**src/rtl/axil_pkg.sv**
```systemverilog
// Shared types for the AXI4-Lite master: response codes, FSM states and
// command/response records.
package axil_pkg;

  localparam int AXIL_AW = 32;
  localparam int AXIL_DW = 32;

  localparam logic [1:0] RESP_OKAY    = 2'b00;
  localparam logic [1:0] RESP_EXOKAY  = 2'b01;
  localparam logic [1:0] RESP_SLVERR  = 2'b10;
  localparam logic [1:0] RESP_DECERR  = 2'b11;
  // An aborted transaction reports the DECERR encoding to the requester.
  localparam logic [1:0] RESP_TIMEOUT = 2'b11;

  typedef enum logic [2:0] {
    IDLE,
    WR_AW_W,
    WR_B,
    RD_AR,
    RD_R,
    RSP
  } axil_mst_state_e;

  typedef struct packed {
    logic                 write;
    logic [AXIL_AW-1:0]   addr;
    logic [AXIL_DW-1:0]   wdata;
    logic [AXIL_DW/8-1:0] wstrb;
  } axil_cmd_t;

  typedef struct packed {
    logic               write;
    logic [AXIL_DW-1:0] rdata;
    logic [1:0]         resp;
  } axil_rsp_t;

endpackage

```
**src/rtl/axil_wdog.sv**
```systemverilog
// Wait-state watchdog for axil_master: counts enabled cycles since the last
// clear and flags expiry on the TIMEOUT_CYCLES-th one.
module axil_wdog #(
  parameter int TIMEOUT_CYCLES = 1024
) (
  input  logic ACLK,
  input  logic ARESETn,
  input  logic clear,
  input  logic enable,
  output logic expired
);

  localparam int CW = $clog2(TIMEOUT_CYCLES + 1);

  logic [CW-1:0] count;

  assign expired = enable && (count == CW'(TIMEOUT_CYCLES - 1));

  always_ff @(posedge ACLK or negedge ARESETn) begin
    if (!ARESETn) begin
      count <= '0;
    end else if (clear) begin
      count <= '0;
    end else if (enable && !expired) begin
      count <= count + 1'b1;
    end
  end

endmodule

```
**src/rtl/axil_master.sv**
```systemverilog
// AXI4-Lite initiator: one outstanding single-beat command, fully registered
// outputs. Define AXIL_MASTER_TIMEOUT_EN to add the wait-state abort watchdog.
module axil_master
  import axil_pkg::*;
#(
  parameter int ADDR_WIDTH     = 32,
  parameter int DATA_WIDTH     = 32,
  parameter int TIMEOUT_CYCLES = 1024
) (
  input  logic                    ACLK,
  input  logic                    ARESETn,
  input  logic                    cmd_valid,
  output logic                    cmd_ready,
  input  logic                    cmd_write,
  input  logic [ADDR_WIDTH-1:0]   cmd_addr,
  input  logic [DATA_WIDTH-1:0]   cmd_wdata,
  input  logic [DATA_WIDTH/8-1:0] cmd_wstrb,
  output logic                    rsp_valid,
  input  logic                    rsp_ready,
  output logic                    rsp_write,
  output logic [DATA_WIDTH-1:0]   rsp_rdata,
  output logic [1:0]              rsp_resp,
  output logic [ADDR_WIDTH-1:0]   AWADDR,
  output logic                    AWVALID,
  input  logic                    AWREADY,
  output logic [DATA_WIDTH-1:0]   WDATA,
  output logic [DATA_WIDTH/8-1:0] WSTRB,
  output logic                    WVALID,
  input  logic                    WREADY,
  input  logic [1:0]              BRESP,
  input  logic                    BVALID,
  output logic                    BREADY,
  output logic [ADDR_WIDTH-1:0]   ARADDR,
  output logic                    ARVALID,
  input  logic                    ARREADY,
  input  logic [DATA_WIDTH-1:0]   RDATA,
  input  logic [1:0]              RRESP,
  input  logic                    RVALID,
  output logic                    RREADY,
  output logic                    timeout
);

  if (DATA_WIDTH != 32 || TIMEOUT_CYCLES < 2) begin : g_param_check
    $error("axil_master: DATA_WIDTH must be 32 and TIMEOUT_CYCLES at least 2");
  end

  axil_mst_state_e state, state_nxt;
  axil_rsp_t       rsp_q, rsp_nxt;

  logic                    awvalid_nxt, wvalid_nxt, bready_nxt, arvalid_nxt, rready_nxt;
  logic                    rsp_valid_nxt;
  logic [ADDR_WIDTH-1:0]   awaddr_nxt, araddr_nxt;
  logic [DATA_WIDTH-1:0]   wdata_nxt;
  logic [DATA_WIDTH/8-1:0] wstrb_nxt;
  logic                    wdog_expired;

  assign rsp_write = rsp_q.write;
  assign rsp_rdata = rsp_q.rdata;
  assign rsp_resp  = rsp_q.resp;

  // Next-state and next-output logic; every register holds unless a handshake moves it.
  always_comb begin
    state_nxt     = state;
    awvalid_nxt   = AWVALID;
    wvalid_nxt    = WVALID;
    bready_nxt    = BREADY;
    arvalid_nxt   = ARVALID;
    rready_nxt    = RREADY;
    rsp_valid_nxt = rsp_valid;
    rsp_nxt       = rsp_q;
    awaddr_nxt    = AWADDR;
    araddr_nxt    = ARADDR;
    wdata_nxt     = WDATA;
    wstrb_nxt     = WSTRB;

    case (state)
      IDLE: begin
        if (cmd_valid) begin
          if (cmd_write) begin
            awaddr_nxt  = cmd_addr;
            wdata_nxt   = cmd_wdata;
            wstrb_nxt   = cmd_wstrb;
            awvalid_nxt = 1'b1;
            wvalid_nxt  = 1'b1;
            state_nxt   = WR_AW_W;
          end else begin
            araddr_nxt  = cmd_addr;
            arvalid_nxt = 1'b1;
            state_nxt   = RD_AR;
          end
        end
      end
      WR_AW_W: begin
        awvalid_nxt = AWVALID && !AWREADY;
        wvalid_nxt  = WVALID && !WREADY;
        if (!awvalid_nxt && !wvalid_nxt) begin
          bready_nxt = 1'b1;
          state_nxt  = WR_B;
        end
      end
      WR_B: begin
        if (BVALID) begin
          bready_nxt    = 1'b0;
          rsp_nxt       = '{write: 1'b1, rdata: '0, resp: BRESP};
          rsp_valid_nxt = 1'b1;
          state_nxt     = RSP;
        end
      end
      RD_AR: begin
        if (ARREADY) begin
          arvalid_nxt = 1'b0;
          rready_nxt  = 1'b1;
          state_nxt   = RD_R;
        end
      end
      RD_R: begin
        if (RVALID) begin
          rready_nxt    = 1'b0;
          rsp_nxt       = '{write: 1'b0, rdata: RDATA, resp: RRESP};
          rsp_valid_nxt = 1'b1;
          state_nxt     = RSP;
        end
      end
      RSP: begin
        if (rsp_ready) begin
          rsp_valid_nxt = 1'b0;
          state_nxt     = IDLE;
        end
      end
      default: state_nxt = IDLE;
    endcase

    // Abort drops every handshake signal without completing it.
    if (wdog_expired) begin
      awvalid_nxt   = 1'b0;
      wvalid_nxt    = 1'b0;
      bready_nxt    = 1'b0;
      arvalid_nxt   = 1'b0;
      rready_nxt    = 1'b0;
      rsp_nxt       = '{write: (state == WR_AW_W || state == WR_B), rdata: '0, resp: RESP_TIMEOUT};
      rsp_valid_nxt = 1'b1;
      state_nxt     = RSP;
    end
  end

  // cmd_ready mirrors the next state so it is low while reset is asserted.
  always_ff @(posedge ACLK or negedge ARESETn) begin
    if (!ARESETn) begin
      state     <= IDLE;
      cmd_ready <= 1'b0;
      AWVALID   <= 1'b0;
      WVALID    <= 1'b0;
      BREADY    <= 1'b0;
      ARVALID   <= 1'b0;
      RREADY    <= 1'b0;
      rsp_valid <= 1'b0;
      rsp_q     <= '0;
      AWADDR    <= '0;
      ARADDR    <= '0;
      WDATA     <= '0;
      WSTRB     <= '0;
    end else begin
      state     <= state_nxt;
      cmd_ready <= (state_nxt == IDLE);
      AWVALID   <= awvalid_nxt;
      WVALID    <= wvalid_nxt;
      BREADY    <= bready_nxt;
      ARVALID   <= arvalid_nxt;
      RREADY    <= rready_nxt;
      rsp_valid <= rsp_valid_nxt;
      rsp_q     <= rsp_nxt;
      AWADDR    <= awaddr_nxt;
      ARADDR    <= araddr_nxt;
      WDATA     <= wdata_nxt;
      WSTRB     <= wstrb_nxt;
    end
  end

`ifdef AXIL_MASTER_TIMEOUT_EN
  logic wait_state;

  assign wait_state = (state == WR_AW_W) || (state == WR_B) ||
                      (state == RD_AR) || (state == RD_R);

  axil_wdog #(
    .TIMEOUT_CYCLES(TIMEOUT_CYCLES)
  ) u_wdog (
    .ACLK   (ACLK),
    .ARESETn(ARESETn),
    .clear  (state_nxt != state),
    .enable (wait_state),
    .expired(wdog_expired)
  );

  always_ff @(posedge ACLK or negedge ARESETn) begin
    if (!ARESETn) begin
      timeout <= 1'b0;
    end else if (wdog_expired) begin
      timeout <= 1'b1;
    end
  end
`else
  assign wdog_expired = 1'b0;
  assign timeout      = 1'b0;
`endif

endmodule

```
**config.mk**
```make
export PLATFORM = sky130hd
export DESIGN_NAME = axil_master
export DESIGN_NICKNAME = d
export VERILOG_FILES = /design/src/rtl/axil_pkg.sv /design/src/rtl/axil_wdog.sv /design/src/rtl/axil_master.sv
export SDC_FILE = /design/constraint.sdc
export NUM_CORES = 1
export LEC_CHECK = 0
export BUFFER_PORTS_ARGS = -buffer_cell sky130_fd_sc_hd__buf_2
export CAP_MARGIN = 20
export CELL_PAD_IN_SITES_DETAIL_PLACEMENT = 1
export CELL_PAD_IN_SITES_GLOBAL_PLACEMENT = 1
export CORE_MARGIN = 2
export CORE_UTILIZATION = 33
export CTS_CLUSTER_SIZE = 12
export DETAILED_ROUTE_END_ITERATION = 8
export PLACE_DENSITY = 0.74
export SETUP_SLACK_MARGIN = 0.2
export SYNTH_ARGS = -nofsm -noshare
export SYNTH_HDL_FRONTEND = slang
export SYNTH_HIERARCHICAL = 1
export SYNTH_SLANG_ARGS = --single-unit
```
**constraint.sdc**
```tcl
create_clock -name ACLK -period 3.1 [get_ports ACLK]
set_input_delay 0.155 -clock ACLK [delete_from_list [all_inputs] [get_ports ACLK]]
set_output_delay 0.155 -clock ACLK [all_outputs]
set_load 0.05 [all_outputs]
```
==> Yosys cells after proc, flatten, opt, wreduce, memory -nomap -nowiden <==
Cells that the tools add are included.
{ "totals": {"elab_cells": 81, "input_bits": 114, "ff_bits": 145} }
{ "classes": {"bitwise_logic": 1, "n_eq_ne": 13, "reduce_logical": 23, "muxes": 29} }
{ "op_table": {"columns": ["op", "count"], "rows": [
  ["$mux 35", 2],
  ["$pmux 35 s2", 1],
  ["$mux 3", 6],
  ["$pmux 3 s6", 1],
  ["$reduce_and 3->1", 6],
  ["$ne 2x2->1 const B", 8],
  ["$mux 1", 12],
  ["$pmux 1 s2", 5],
  ["$reduce_bool 2->1", 5],
  ["$reduce_and 4->1", 2],
  ["$eq 3x2->1 const B", 2],
  ["$eq 3x3->1 const B", 2],
  ["$logic_not 3->1", 2],
  ["$logic_not 1->1", 4],
  ["$eq 3x1->1 const B", 1],
  ["$logic_and 1x1->1", 3],
  ["$pmux 1 s3", 1],
  ["$reduce_bool 3->1", 1],
  ["$mux 2", 1],
  ["$not 1->1", 1]
]} }

==> Logic depth before layout (Yosys ltp) <==
{ "depth": {"depth_word": 7, "ltp_mapped": 6, "mapped_depth_nobuf": 3} }

==> Worst setup path before layout <==
OpenSTA, ideal clock, no wires.
{ "synth_path": {"kind": "register to register", "start": "register state[1]", "end": "register ARADDR[10]", "slack_ns": 1.412, "synth_period_minus_slack_ns": 1.688, "arrival_ns": 1.563, "required_time_ns": 2.975, "stages_incl_launch_ff": 7, "path_cell_list": "dfrtp_1 -> buf_4 -> nor4b_4 -> and2_1 -> buf_4 -> buf_6 -> mux2_2"} }
{ "synth_via": {"elab_chain_len": 2} }
{ "synth_rtl": {"columns": ["item", "line", "source"], "rows": [
  ["start: declaration", "axil_master.sv:47", "axil_mst_state_e state, state_nxt;"],
  ["start signal: assignment", "axil_master.sv:163", "state <= state_nxt;"],
  ["$logic_not 3->1", "axil_master.sv:76", "case (state)"],
  ["$reduce_and 3->1 (no line)", null, null],
  ["end signal: assignment", "axil_master.sv:173", "ARADDR <= araddr_nxt;"],
  ["end: declaration", "axil_master.sv:33", "output logic [ADDR_WIDTH-1:0] ARADDR,"]
]} }
Every way passes these cells.
A chain may end at the register's enable or synchronous reset.

==> Final worst setup path <==
{ "layout_path": {"start": "register state[1]", "end": "register ARADDR[20]"} }
Same word-level chain as after synthesis.

==> summary.md <==
| Metric | Value |
|---|---|
| Fin Hold WS | 0.0135 ns |
| CP startpoint kind | flop |
| Worst skew pair latency | 0.41 ns |
| Synth Area in Simple Gates | ~5% |
| Part of the power in combinational logic | a little over half |
| Ys async rst share | 100% |
| Commonest non-fill, non-tap cell in the layout | buf_2 |
| Worst Path Arrival | 2.55 ns |
| FP Rows | 49 |
| Area after DPL | ~7500 um2 |
| Yosys reg bits | 145 |
| Final Cycle Share | just over 70% |
| Initial detailed-routing violation count | 94 |
| RR Startpoint | state[1] |
| RSZ-0062 raised after global routing | no |
| Ratio of cells with drive above 1 in the final layout | roughly 51% |
| Reg power frac | 29.8% |
| CTS sink count | 145 |
| Max VDD drop | 0.694 mV |
| GRT Total Usage | 19.6% |
| Vias per Instance | 4.62 |
| Hold Path Sink | rsp_rdata[29] |
| Root Driver | clkbuf_16 |
| Unique masters post-synth | 39 |
| Mapped Area | 5980 um2 |
| # IOs | about 260 |
| Max clock buf depth | 2 |
| Hold Vio Cnt, Final | 0 |
| Yosys warning count | 6 |
| Area leader, netlist | dfrtp_1 |
| Reg clk slew, reported paths | 0.06 ns |
| Most frequent cells in the layout | buf_2, dfrtp_1, dlygate4sd3_1, mux2_2, nand2_1 |
| Synth area leaders | dfrtp_1, mux2_2, mux2i_1 |
| DP Wirelength | 11.8 mm |
| Complex-gate fraction of the synthesized area | 2.76% |
| F_max | 0.443 GHz |
| Detail Route Antenna Nets | 0 |
| Die footprint | roughly 19,000 um2 |
| Hold WC Path Type | in -> reg |
| Net Switching | 0.00590 W |
| Syn Nets | 541 |
| TritonCTS clock tree | yes |
| CTS Buf Count | 17 |
| Htree depth | 4 |
| Post-synth top area share | 60.7% |
| Setup CP Type | reg -> reg |
| Gpl congestion | 0.770 |
| Layout Skew | 0.0119 ns |
| Input/output buffers | 255 |
| Global-route wire length before repair | approximately 30 mm |
| Post-synthesis cell count | 427 |
| Critical Path Start | state[1] |
| Final net count | 890 |
| Max Slew Vio Count | 0 |
| GR Overflow Total | 0 |
| Final instance area | 8940 um2 |
| P_int | 0.00562 W |
| Sw frac | 51.2% |
| Syn avg cell area | 14.0 um2 |
| Worst-margin pin slew | 0.720 ns |
| Critical Path RT | 3.39 ns |
| Worst-path fanout max | 34 |
| Main combinational cell family by area after synthesis | multiplexers |
| Multi-input gate area | 2070 um2 |
| Seq/Total Area, Yosys | slightly above 60% |
| TNS Setup | 0 ns |
| Fin crit period | 2.26 ns |
| Synth Area in Adders | 0% |
| Post-synthesis mux area share | a little over a quarter |
| Post-synthesis xor/xnor area fraction | 0% |
| Leakage | 4.36 nW |
| First drt pass iteration count | 4 |
| Largest net degree at the start of global routing | 85 |
| Ys flop type | dfrtp_1 |
| Slew HR | 51.9% |
| Effective utilization at floorplan | 33.4% |
| Reg2Reg Capture Point | ARADDR[20] |
| Initial antenna violation count | 0 |
| Max-Cap Viols | 0 |
| # fillers | 1,906 |
| R2R setup slack | 0.84 ns |
| Syn-to-layout area delta | 49.5% |
| Vias in the first global route | between 5,000 and 6,000 |
| Hold path startpoint | RDATA[29] |
| Routed length per instance | 18.1 um |
| Residual DRC count | 0 |
| Number of flops mapped to enable cells by yosys | 0 |
| R2R depth | 4 |
| PD cells | 1290 nW/um2 |
| Vias | 4,700 |
| Routed WL | 18.4 mm |
| Status | complete, no violations |
| Die Y | roughly 140 um |
| Worst Hold Path Cells | 3 |
| Reg area | 3630 um2 |
| Resized Gates After CTS | 0 |
| Core area | 17,900 um2 |
| Clk pwr share | 16.7% |
| CP Capture Type | flop |
| Die Span X | 139 um |
| Final setup violation count | 0 |
==> flip-flops by register name, summed over array words and instances, names as in the netlist, 2 cells and up <==
name       count
WSTRB          4
rsp_rdata     32
rsp_resp       2
state          3
WDATA         32
AWADDR        32
ARADDR        32
==> cells by family after synthesis <==
family / count (synthesis)
buffers and inverters: 61
flip-flops: 145
AO/OA/AOI/OAI: 23
multiplexers: 138
other: 1
AND/OR/NAND/NOR: 59
==> power groups by stage <==
stage,clock [W],combinational [W],sequential (W)
floorplan,0,0.00148,0.00647
global placement,0,0.00595,0.00335
detailed placement,0,0.00607,0.00342
CTS,0.00196,0.00616,0.00341
global route,0.00205,0.00644,0.00357
finish,0.00192,0.00616,0.00344
==> worst max-delay path: stages, from the launching register on <==
cell,delay [ns]
dfrtp_1,0.61
nor4b_4,0.47
and2_2,0.20
buf_4,0.43
mux2_2,0.40
==> stage by stage <==
| step | setup WS, ns | util [%] | power, W | instances |
|---|---|---|---|---|
| 6_report | 0.844 | 50.0 | 0.0115 | 1017 |
| 5_1_grt | 0.695 | 49.9 | 0.0121 | 1016 |
| 4_1_cts | 0.837 | 49.9 | 0.0115 | 1016 |
| 3_5_place_dp | 0.844 | 41.8 | 0.00949 | 895 |
| 3_3_place_gp | 0.914 | 41.8 | 0.00930 | 895 |
| 2_1_floorplan | 1.41 | - | 0.00794 | 427 |
==> routing by layer <==
| metal | up-vias | track usage, % | wire, um | part of all wire, % |
|---|---|---|---|---|
| met5 | - | 0 | 0 | 0 |
| met4 | 0 | 6.27 | 312 | 1.7 |
| met3 | 21 | 6.35 | 1390 | 7.6 |
| met2 | 188 | 34.2 | 9320 | 51 |
| li1 | 2130 | - | - | - |
| met1 | 2361 | 23.2 | 7340 | 40 |
==> worst max-delay path by stage <==
stage | slack (ns) | cells after the start | endpoint
final | 0.84 | 4 | ARADDR[20]
after global routing | 0.70 | 4 | rsp_rdata[26]
after CTS | 0.84 | 4 | ARADDR[28]
after detailed placement | 0.84 | 4 | WDATA[17]
after global placement | 0.91 | 4 | ARADDR[7]
after floorplan | 1.41 | 6 | ARADDR[10]
==> cells in the mapped netlist, types with 2 or more instances <==
library cell	number
buf_6	6
a32oi_1	2
o21ai_0	4
a21oi_1	3
nand2b_1	4
nor2b_1	2
o2bb2ai_1	2
nand3b_1	3
mux2i_1	34
o32a_1	2
mux2_4	20
nand2_1	39
mux2_1	4
nand3_1	2
a31oi_1	3
buf_4	6
clkbuf_1	5
buf_2	6
dfrtp_1	145
mux2_2	80
inv_1	37
==> cell type report <==
cell class	instances	area share [%]
Antenna cell	1	0.0280
Clock buffer	18	4.80
Clock inverter	12	1.23
Inverter	37	1.55
Multi-Input combinational cell	221	23.1
Sequential cell	145	40.6
Tap cell	229	3.20
Timing Repair Buffer	354	25.5
==> timing repair <==
item,in CTS,in global routing
buffers inserted,0,0
endpoints found under the hold margin,180,0
hold buffers,91,0
Power figures use the tool's default switching activity.
